==> src/rtl/rf_sort_sequencer.sv <==
// Register-file sort sequencer: loads a block of registers into a local buffer,
// bubble-sorts it one compare-and-swap per cycle, and writes it back to a destination block.
module rf_sort_sequencer #(
    parameter int DATA_W = 4,
    parameter int DEPTH  = 8,
    localparam int AW    = $clog2(DEPTH),
    localparam int CW    = $clog2(DEPTH) + 1
) (
    input  logic              clk,
    input  logic              reset,
    input  logic              start,
    input  logic              descending,
    input  logic [AW-1:0]     src_base,
    input  logic [AW-1:0]     dst_base,
    input  logic [CW-1:0]     count,
    output logic [AW-1:0]     rf_read_addr,
    input  logic [DATA_W-1:0] rf_read_data,
    output logic [AW-1:0]     rf_write_addr,
    output logic [DATA_W-1:0] rf_write_data,
    output logic              rf_write_enable,
    output logic              busy,
    output logic              done,
    output logic              err
);

    typedef enum logic [2:0] {IDLE, LOAD, SORT, STORE, DONE} state_t;

    state_t            state_q, state_d;
    logic [DATA_W-1:0] buf_q [DEPTH];
    logic [AW-1:0]     k_q, i_q, j_q, j_nx;
    logic [AW-1:0]     src_q, dst_q;
    logic [CW-1:0]     cnt_q;
    logic              desc_q, err_q;
    logic              count_ok, last_k, last_i, last_j, swap;
    logic [DATA_W-1:0] lo_v, hi_v;

    assign count_ok = (count != '0) && (count <= CW'(DEPTH));
    assign j_nx     = j_q + AW'(1);
    assign lo_v     = buf_q[j_q];
    assign hi_v     = buf_q[j_nx];
    assign swap     = desc_q ? (lo_v < hi_v) : (lo_v > hi_v);

    // Pass i covers j = 0 .. cnt-2-i; the final pass is i = cnt-2.
    assign last_k = ({1'b0, k_q} == cnt_q - CW'(1));
    assign last_i = ({1'b0, i_q} == cnt_q - CW'(2));
    assign last_j = ({1'b0, j_q} == cnt_q - CW'(2) - {1'b0, i_q});
    assign err    = err_q;

    always_ff @(posedge clk) begin
        if (reset) begin
            state_q <= IDLE;
            err_q   <= 1'b0;
            k_q     <= '0;
            i_q     <= '0;
            j_q     <= '0;
        end else begin
            state_q <= state_d;
            case (state_q)
                IDLE: begin
                    if (start) begin
                        desc_q <= descending;
                        src_q  <= src_base;
                        dst_q  <= dst_base;
                        cnt_q  <= count;
                        err_q  <= !count_ok;
                        k_q    <= '0;
                        i_q    <= '0;
                        j_q    <= '0;
                    end
                end
                LOAD:  k_q <= last_k ? '0 : k_q + AW'(1);
                SORT: begin
                    if (last_j) begin
                        j_q <= '0;
                        i_q <= i_q + AW'(1);
                    end else begin
                        j_q <= j_nx;
                    end
                end
                STORE: k_q <= k_q + AW'(1);
                default: ;
            endcase
        end
    end

    always_ff @(posedge clk) begin
        if (state_q == LOAD) begin
            buf_q[k_q] <= rf_read_data;
        end else if (state_q == SORT && swap) begin
            buf_q[j_q]  <= hi_v;
            buf_q[j_nx] <= lo_v;
        end
    end

    always_comb begin
        state_d         = state_q;
        rf_read_addr    = '0;
        rf_write_addr   = '0;
        rf_write_data   = '0;
        rf_write_enable = 1'b0;
        busy            = 1'b0;
        done            = 1'b0;
        case (state_q)
            IDLE: begin
                if (start) state_d = count_ok ? LOAD : DONE;
            end
            LOAD: begin
                busy         = 1'b1;
                rf_read_addr = src_q + k_q;
                if (last_k) state_d = (cnt_q == CW'(1)) ? STORE : SORT;
            end
            SORT: begin
                busy = 1'b1;
                if (last_j && last_i) state_d = STORE;
            end
            STORE: begin
                busy            = 1'b1;
                rf_write_enable = 1'b1;
                rf_write_addr   = dst_q + k_q;
                rf_write_data   = buf_q[k_q];
                if (last_k) state_d = DONE;
            end
            DONE: begin
                done    = 1'b1;
                state_d = IDLE;
            end
            default: state_d = IDLE;
        endcase
    end

endmodule

==> config.mk <==
export PLATFORM = sky130hd
export DESIGN_NAME = rf_sort_sequencer
export DESIGN_NICKNAME = d
export VERILOG_FILES = /design/src/rtl/rf_sort_sequencer.sv
export SDC_FILE = /design/constraint.sdc
export NUM_CORES = 1
export LEC_CHECK = 0
export CAP_MARGIN = 20
export CORE_AREA = 5 5 120 110
export CTS_CLUSTER_SIZE = 30
export DETAILED_ROUTE_END_ITERATION = 7
export DIE_AREA = 0 0 125 115
export SETUP_SLACK_MARGIN = 0.15
export SLEW_MARGIN = 20
export SYNTH_ARGS = -nofsm -noshare
export SYNTH_HDL_FRONTEND = slang
export SYNTH_SLANG_ARGS = --single-unit
==> constraint.sdc <==
create_clock -name clk -period 4 [get_ports clk]
set_clock_uncertainty 0.15 [all_clocks]
set_input_delay 0.8 -clock clk [delete_from_list [all_inputs] [get_ports clk]]
set_output_delay 0.8 -clock clk [all_outputs]
set_load 0.01 [all_outputs]
==> results.py, run 1 <==
metrics = {
    "outcome": {
        "status": "completed",
    },
    "yosys": {
        "ys_seq_area_frac": 0.382,
        "ys_top_cells_by_area": "edfxtp_1, mux4_2, dfxtp_1",
        "synth_xor_area_frac": 0.0389,
        "yosys.cell_types.count": 55,
        "synth_area_sq_mm": 0.00438,
        "yosysTopAreaCell": "edfxtp_1",
        "ys_ff_latch": 62,
        "yosys.area_share.simple": 0.157,
        "synth_edf_count": 43,
        "synth_compound_area_frac": 0.115,
        "synth.mux.area_fraction": 0.205,
        "async_flop_share": 0,
        "synth_top_family_by_area": "multiplexers",
        "synth_top_area_frac": 0.295,
        "yosys_most_used_dff": "edfxtp_1",
        "synth_adder_area_share": 0.0595,
        "ys_warn_count": 0,
        "syn_inst": 403,
        "avgSynthCellArea_sq_um": 10.9,
        "syn_nets": 440,
    },
    "final_layout": {
        "drive_gt1_frac": 0.159,
        "final_cell_mix": "nor2_1, edfxtp_1, nand2_1, clkdlybuf4s50_1, mux2i_1",
        "n_antenna_cell": 0,
        "final_common_cell": "nor2_1",
        "fillers": 1097,
        "nets": 467,
        "final_area_sq_mm": 0.00512,
        "area_growth_pct": 17.0,
    },
    "setup_path": {
        "worstPathRequired_ns": 3.86,
        "startpoint": "j_q[1]",
        "endpoint_kind": "flip-flop",
        "r2r_setup_slack_ns": 0.34,
        "cp_max_fo": 10,
        "crit_chain": "ha_2 -> mux4_2 -> nand2_1 -> nand2_1 -> ha_1 -> nand4_1 -> nand2_1 -> a211o_1 -> buf_4 -> o211ai_1 -> o221a_1",
        "cpPeakStageDelay_ns": 0.54,
        "worst_setup_path_start_kind": "flip-flop",
        "path_common_cell": "nand2_1",
        "timing.rr.end": "buf_q[6][0]",
        "cp.depth": 11,
        "cp_top_family": "adder cells",
        "arrival_ns": 3.52,
        "crit_end": "buf_q[6][0]",
        "path_class": "flip-flop to flip-flop",
        "reg2regPathDepth": 11,
        "cp.buffers_inverters": 1,
        "slowest_stage": "mux4_2",
        "timing.rr.start": "j_q[1]",
    },
    "timing": {
        "setup_tns_ns": 0,
        "fmax_mhz": 273,
        "fin_ws_ns": 0.339,
        "finalSetupViolations": 0,
        "slew_headroom": 0.575,
        "grt_setup_unrepaired": "no",
        "fin_crit_ns": 3.66,
        "finalMaxSlewViolations": 0,
        "tightest_slew_ns": 0.635,
        "timing.final.crit_share": 0.915,
        "hold_viol": 0,
    },
    "floorplan": {
        "num_rows": 38,
        "initial_core_util": 0.370,
        "coreArea_sq_mm": 0.0118,
        "fp.dieW_microns": 125,
        "dieArea_sq_mm": 0.0144,
        "io_pins": 32,
        "die_h_microns": 115,
    },
    "clock_tree": {
        "cts_tree": "done",
        "root_buffer": "clkbuf_16",
        "clockBufferDepth": 2,
        "cts_hold_buf": 0,
        "clk_latency_ns": 0.32,
        "cts_made_buffers": 9,
        "path_clk_slew_ns": 0.05,
        "post_cts_buffers": 0,
        "htreeDepth": 3,
        "clock-sinks": 62,
        "ctsResizeCount": 0,
    },
    "detailed_routing": {
        "dr_wl_met3_microns": 653,
        "wire_per_inst_microns": 18.6,
        "wl_microns": 11100,
        "drtIter0Drc": 213,
        "wl_met2_microns": 4850,
        "drc": 0,
        "met1Wirelength_microns": 5400,
        "highest_layer": "met4",
        "vias": 3300,
        "firstDrtPassIters": 4,
        "postRouteAntennaNets": 0,
        "via_per_inst": 5.55,
    },
    "global_routing": {
        "grt_use_total": 0.161,
        "grt_pass1_wl_microns": 18300,
        "grt_start_max_net_pins": 25,
        "antenna_found_initial": 0,
        "grt_pass1_vias": 3344,
        "grt-ovfl-total": 0,
    },
    "placed_design": {
        "placedInstanceArea_sq_mm": 0.00484,
        "portBuffers": 31,
        "hpwl_microns": 8580,
        "gp_congestion": 0.857,
        "post-place-ws_ns": 0.265,
    },
    "power_and_ir_drop": {
        "power.density_mw_per_mm2": 357,
        "leakage_nw": 1.95,
        "vdd_drop_max_uv": 215,
    },
    "hold_path": {
        "min_path_cells": 2,
        "min_from": "err",
        "hold_path_class": "flip-flop to flip-flop",
    },
    "run": {
        "drv_cap": 0,
    },
}
[cell type report]
cell class	count	area [sq um]	area share
Multi-Input combinational cell	300	2520	0.492
Sequential cell	62	1670	0.327
Timing Repair Buffer	43	400	0.0782
Clock buffer	15	268	0.0523
Tap cell	160	200	0.0391
Inverter	14	52.6	0.0103
Clock inverter	1	5.00	0.000978
[per-stage QoR]
step | std cells | hold slack [ns] | util | total power, mW
after global routing | 595 | 0.413 | 0.432 | 1.91
after detailed placement | 579 | 0.338 | 0.409 | 1.13
after global placement | 579 | 0.339 | 0.409 | 1.12
after CTS | 595 | 0.352 | 0.432 | 1.84
final | 595 | 0.354 | 0.432 | 1.83
after floorplan | 403 | 0.377 | - | 1.02
[power breakdown]
group	internal (mW)	switching, mW
sequential	0.723	0.0450
clock	0.452	0.255
combinational	0.170	0.181
total	1.35	0.481
[Yosys cell counts (2+ instances only)]
master and n:
and3_1 3, a22oi_1 2, xor2_1 5, nand2_1 34, a32oi_1 2, mux4_2 24, o21ai_0 3, nand4b_1 4
buf_2 14, nor3_1 8, xor3_1 2, o221a_1 6, o21ai_1 25, buf_6 2, o22ai_1 2, a21oi_1 6
and2_1 4, nand3_1 11, inv_1 14, mux2_2 6, o41ai_1 2, nand4_1 2, edfxtp_1 43, nor2b_1 6
o31ai_2 8, buf_1 2, nor2_1 45, or3_1 2, mux2i_1 29, o211ai_1 5, dfxtp_1 19, xnor2_1 9
fa_1 3, clkbuf_1 9, ha_1 16, nand2b_1 7
[how the worst min path moves through the flow]
stage	slack, ns	endpoint
final	0.35	err
after global routing	0.41	err
after CTS	0.35	err
after detailed placement	0.34	err
after global placement	0.34	err
after floorplan	0.38	i_q[1]
[layer usage]
layer / up-vias / track usage
li1: 1564 / -
met1: 1606 / 0.233
met2: 118 / 0.246
met3: 12 / 0.0279
met4: 0 / 0.0542
met5: - / 0
[worst min-delay path, stage by stage (launching register included)]
cell	delay (ns)
dfxtp_1	0.32
mux2i_1	0.06
nor2_1	0.08
[cell families (layout without fill, tap and decap cells)]
logic type	Yosys count	after routing
simple gates	137	137
compound gates	69	69
flops	62	62
mux	59	59
buf+inv	41	73
fa+ha+maj	19	19
xor+xnor	16	16
[state kept, by name, indices dropped and copies added, names as in the netlist, named ones only]
name and cells:
k_q 3, buf_q 32, state_q 3, dst_q 3, i_q 3, j_q 3
err 1, cnt_q 4, desc_q 1, src_q 3
(Power assumes the default switching activity.)
==> inputs of run 2 (changes only) <==
==> constraint.sdc (replaced) <==
create_clock -name clk -period 3.6 [get_ports clk]
set_clock_uncertainty 0.15 [all_clocks]
set_input_delay 0.72 -clock clk [delete_from_list [all_inputs] [get_ports clk]]
set_output_delay 0.72 -clock clk [all_outputs]
set_load 0.01 [all_outputs]
==> results.py, run 2 (synthesized netlist as in run 1, its figures left out) <==
metrics = {
    "power_and_ir_drop": {
        "clockPowerShare": 0.416,
        "p_switching_mw": 0.565,
        "vdd_drop_max_uv": 221,
        "p_comb_frac": 0.187,
        "switching_share": 0.262,
        "power.density_mw_per_mm2": 411,
        "intPower_mw": 1.59,
        "leakage_nw": 2.03,
        "p_total_mw": 2.16,
        "seqPwrFrac": 0.396,
    },
    "final_layout": {
        "top_regs": "buf_q x32, cnt_q x4",
        "final_common_cell": "nor2_1",
        "final_cells": 602,
        "final_area_sq_mm": 0.00525,
        "final_cell_mix": "nor2_1, edfxtp_1, nand2_1, clkdlybuf4s50_1, mux2i_1",
        "n_antenna_cell": 0,
        "area_growth_pct": 19.9,
        "regMostFlops": "buf_q",
        "final_util": 0.443,
        "largest_reg_flops": 32,
        "nets": 475,
        "drive_gt1_frac": 0.201,
    },
    "global_routing": {
        "grt_pass1_vias": 3358,
        "grt_start_max_net_pins": 25,
        "antenna_found_initial": 0,
        "grt_use_total": 0.173,
        "grt_pass1_wl_microns": 19200,
        "grt-ovfl-total": 0,
    },
    "setup_path": {
        "worst_setup_path_start_kind": "flip-flop",
        "worstPathRequired_ns": 2.73,
        "arrival_ns": 2.45,
        "endpoint_kind": "output port",
        "path_class": "flip-flop to output port",
        "cp_max_fo": 9,
    },
    "clock_tree": {
        "root_buffer": "clkbuf_16",
        "path_clk_slew_ns": 0.05,
        "cts_tree": "done",
        "cts_made_buffers": 9,
        "cts_hold_buf": 0,
        "htreeDepth": 3,
        "clockBufferDepth": 2,
        "clock-sinks": 62,
        "clk_latency_ns": 0.33,
    },
    "timing": {
        "hold_viol": 0,
        "fin_ws_ns": 0.277,
        "timing.final.crit_share": 0.923,
        "slew_headroom": 0.573,
        "fin_hold_ws_ns": 0.348,
        "fmax_mhz": 301,
        "tightest_slew_ns": 0.638,
        "finalMaxSlewViolations": 0,
        "setup_tns_ns": 0,
        "grt_setup_unrepaired": "no",
        "fin_crit_ns": 3.32,
        "finalSetupViolations": 0,
    },
    "detailed_routing": {
        "firstDrtPassIters": 5,
        "met1Wirelength_microns": 5580,
        "vias": 3459,
        "wire_per_inst_microns": 20.2,
        "dr_wl_met3_microns": 729,
        "wl_met2_microns": 5540,
        "highest_layer": "met4",
        "wl_microns": 12100,
        "drc": 0,
        "drtIter0Drc": 429,
        "postRouteAntennaNets": 0,
        "via_per_inst": 5.75,
    },
    "floorplan": {
        "initial_core_util": 0.370,
        "num_rows": 38,
        "die_h_microns": 115,
        "fp.dieW_microns": 125,
        "coreArea_sq_mm": 0.0118,
        "dieArea_sq_mm": 0.0144,
        "io_pins": 32,
    },
    "run": {
        "drv_cap": 0,
    },
    "placed_design": {
        "post-place-ws_ns": 0.143,
        "placedInstanceArea_sq_mm": 0.00491,
        "dp_cells": 587,
        "gp_congestion": 0.813,
        "portBuffers": 31,
        "hpwl_microns": 9080,
    },
    "hold_path": {
        "hold_path_class": "flip-flop to flip-flop",
    },
    "outcome": {
        "status": "completed",
    },
}
run 2: cell count changes in the layout (fill, tap and decap cells not counted), moves of 3 or more:
cell,before,now
buf_4,12,18
clkbuf_1,4,0
nand3_1,11,8
nand3_2,1,4
o221a_1,6,0
o221a_2,0,6
run 2: repair_timing:
| action | in CTS | in global routing |
|---|---|---|
| setup buffers | 0 | 0 |
| pin swaps | 0 | 0 |
| resized for setup | 1 | 13 |
| setup endpoints to repair | 7 | 48 |
run 2: final timing paths:
check / from / endpoint / slack (ns) / depth (start not counted)
setup / recovery: k_q[0] / rf_read_addr[2] / 0.28 / 6
hold / removal: err / err / 0.35 / 2
setup reg to reg: j_q[1] / buf_q[6][2] / 0.33 / 13
hold reg to reg: err / err / 0.35 / 2
run 2: power by group through the flow:
stage | Clock [mW] | Combinational [mW] | Sequential, mW
after floorplan | 0 | 0.299 | 0.833
after global placement | 0 | 0.391 | 0.868
after detailed placement | 0 | 0.397 | 0.869
after CTS | 0.909 | 0.402 | 0.855
after global routing | 0.944 | 0.448 | 0.862
final | 0.899 | 0.404 | 0.855
run 2: layout make-up:
| type | instances | area, sq um |
|---|---|---|
| fill | 1093 | 6590 |
| clock inverter | 6 | 77.6 |
| multi-input combinational | 300 | 2550 |
| inverter | 14 | 52.6 |
| tap | 160 | 200 |
| clock buffer | 9 | 225 |
| sequential | 62 | 1670 |
| timing repair buffer | 51 | 468 |
run 2: metal layers:
layer,vias up,GRT usage
met5,-,0
met4,0,0.0816
met3,25,0.0311
met2,137,0.268
met1,1713,0.236
li1,1584,-
run 2: worst max-delay path, cell delays in order (launching register included):
cell and delay [ns]:
dfxtp_1 0.42, ha_1 0.26, fa_1 0.38, xor2_1 0.18
xnor2_1 0.12, nor3_1 0.17, clkdlybuf4s50_1 0.58
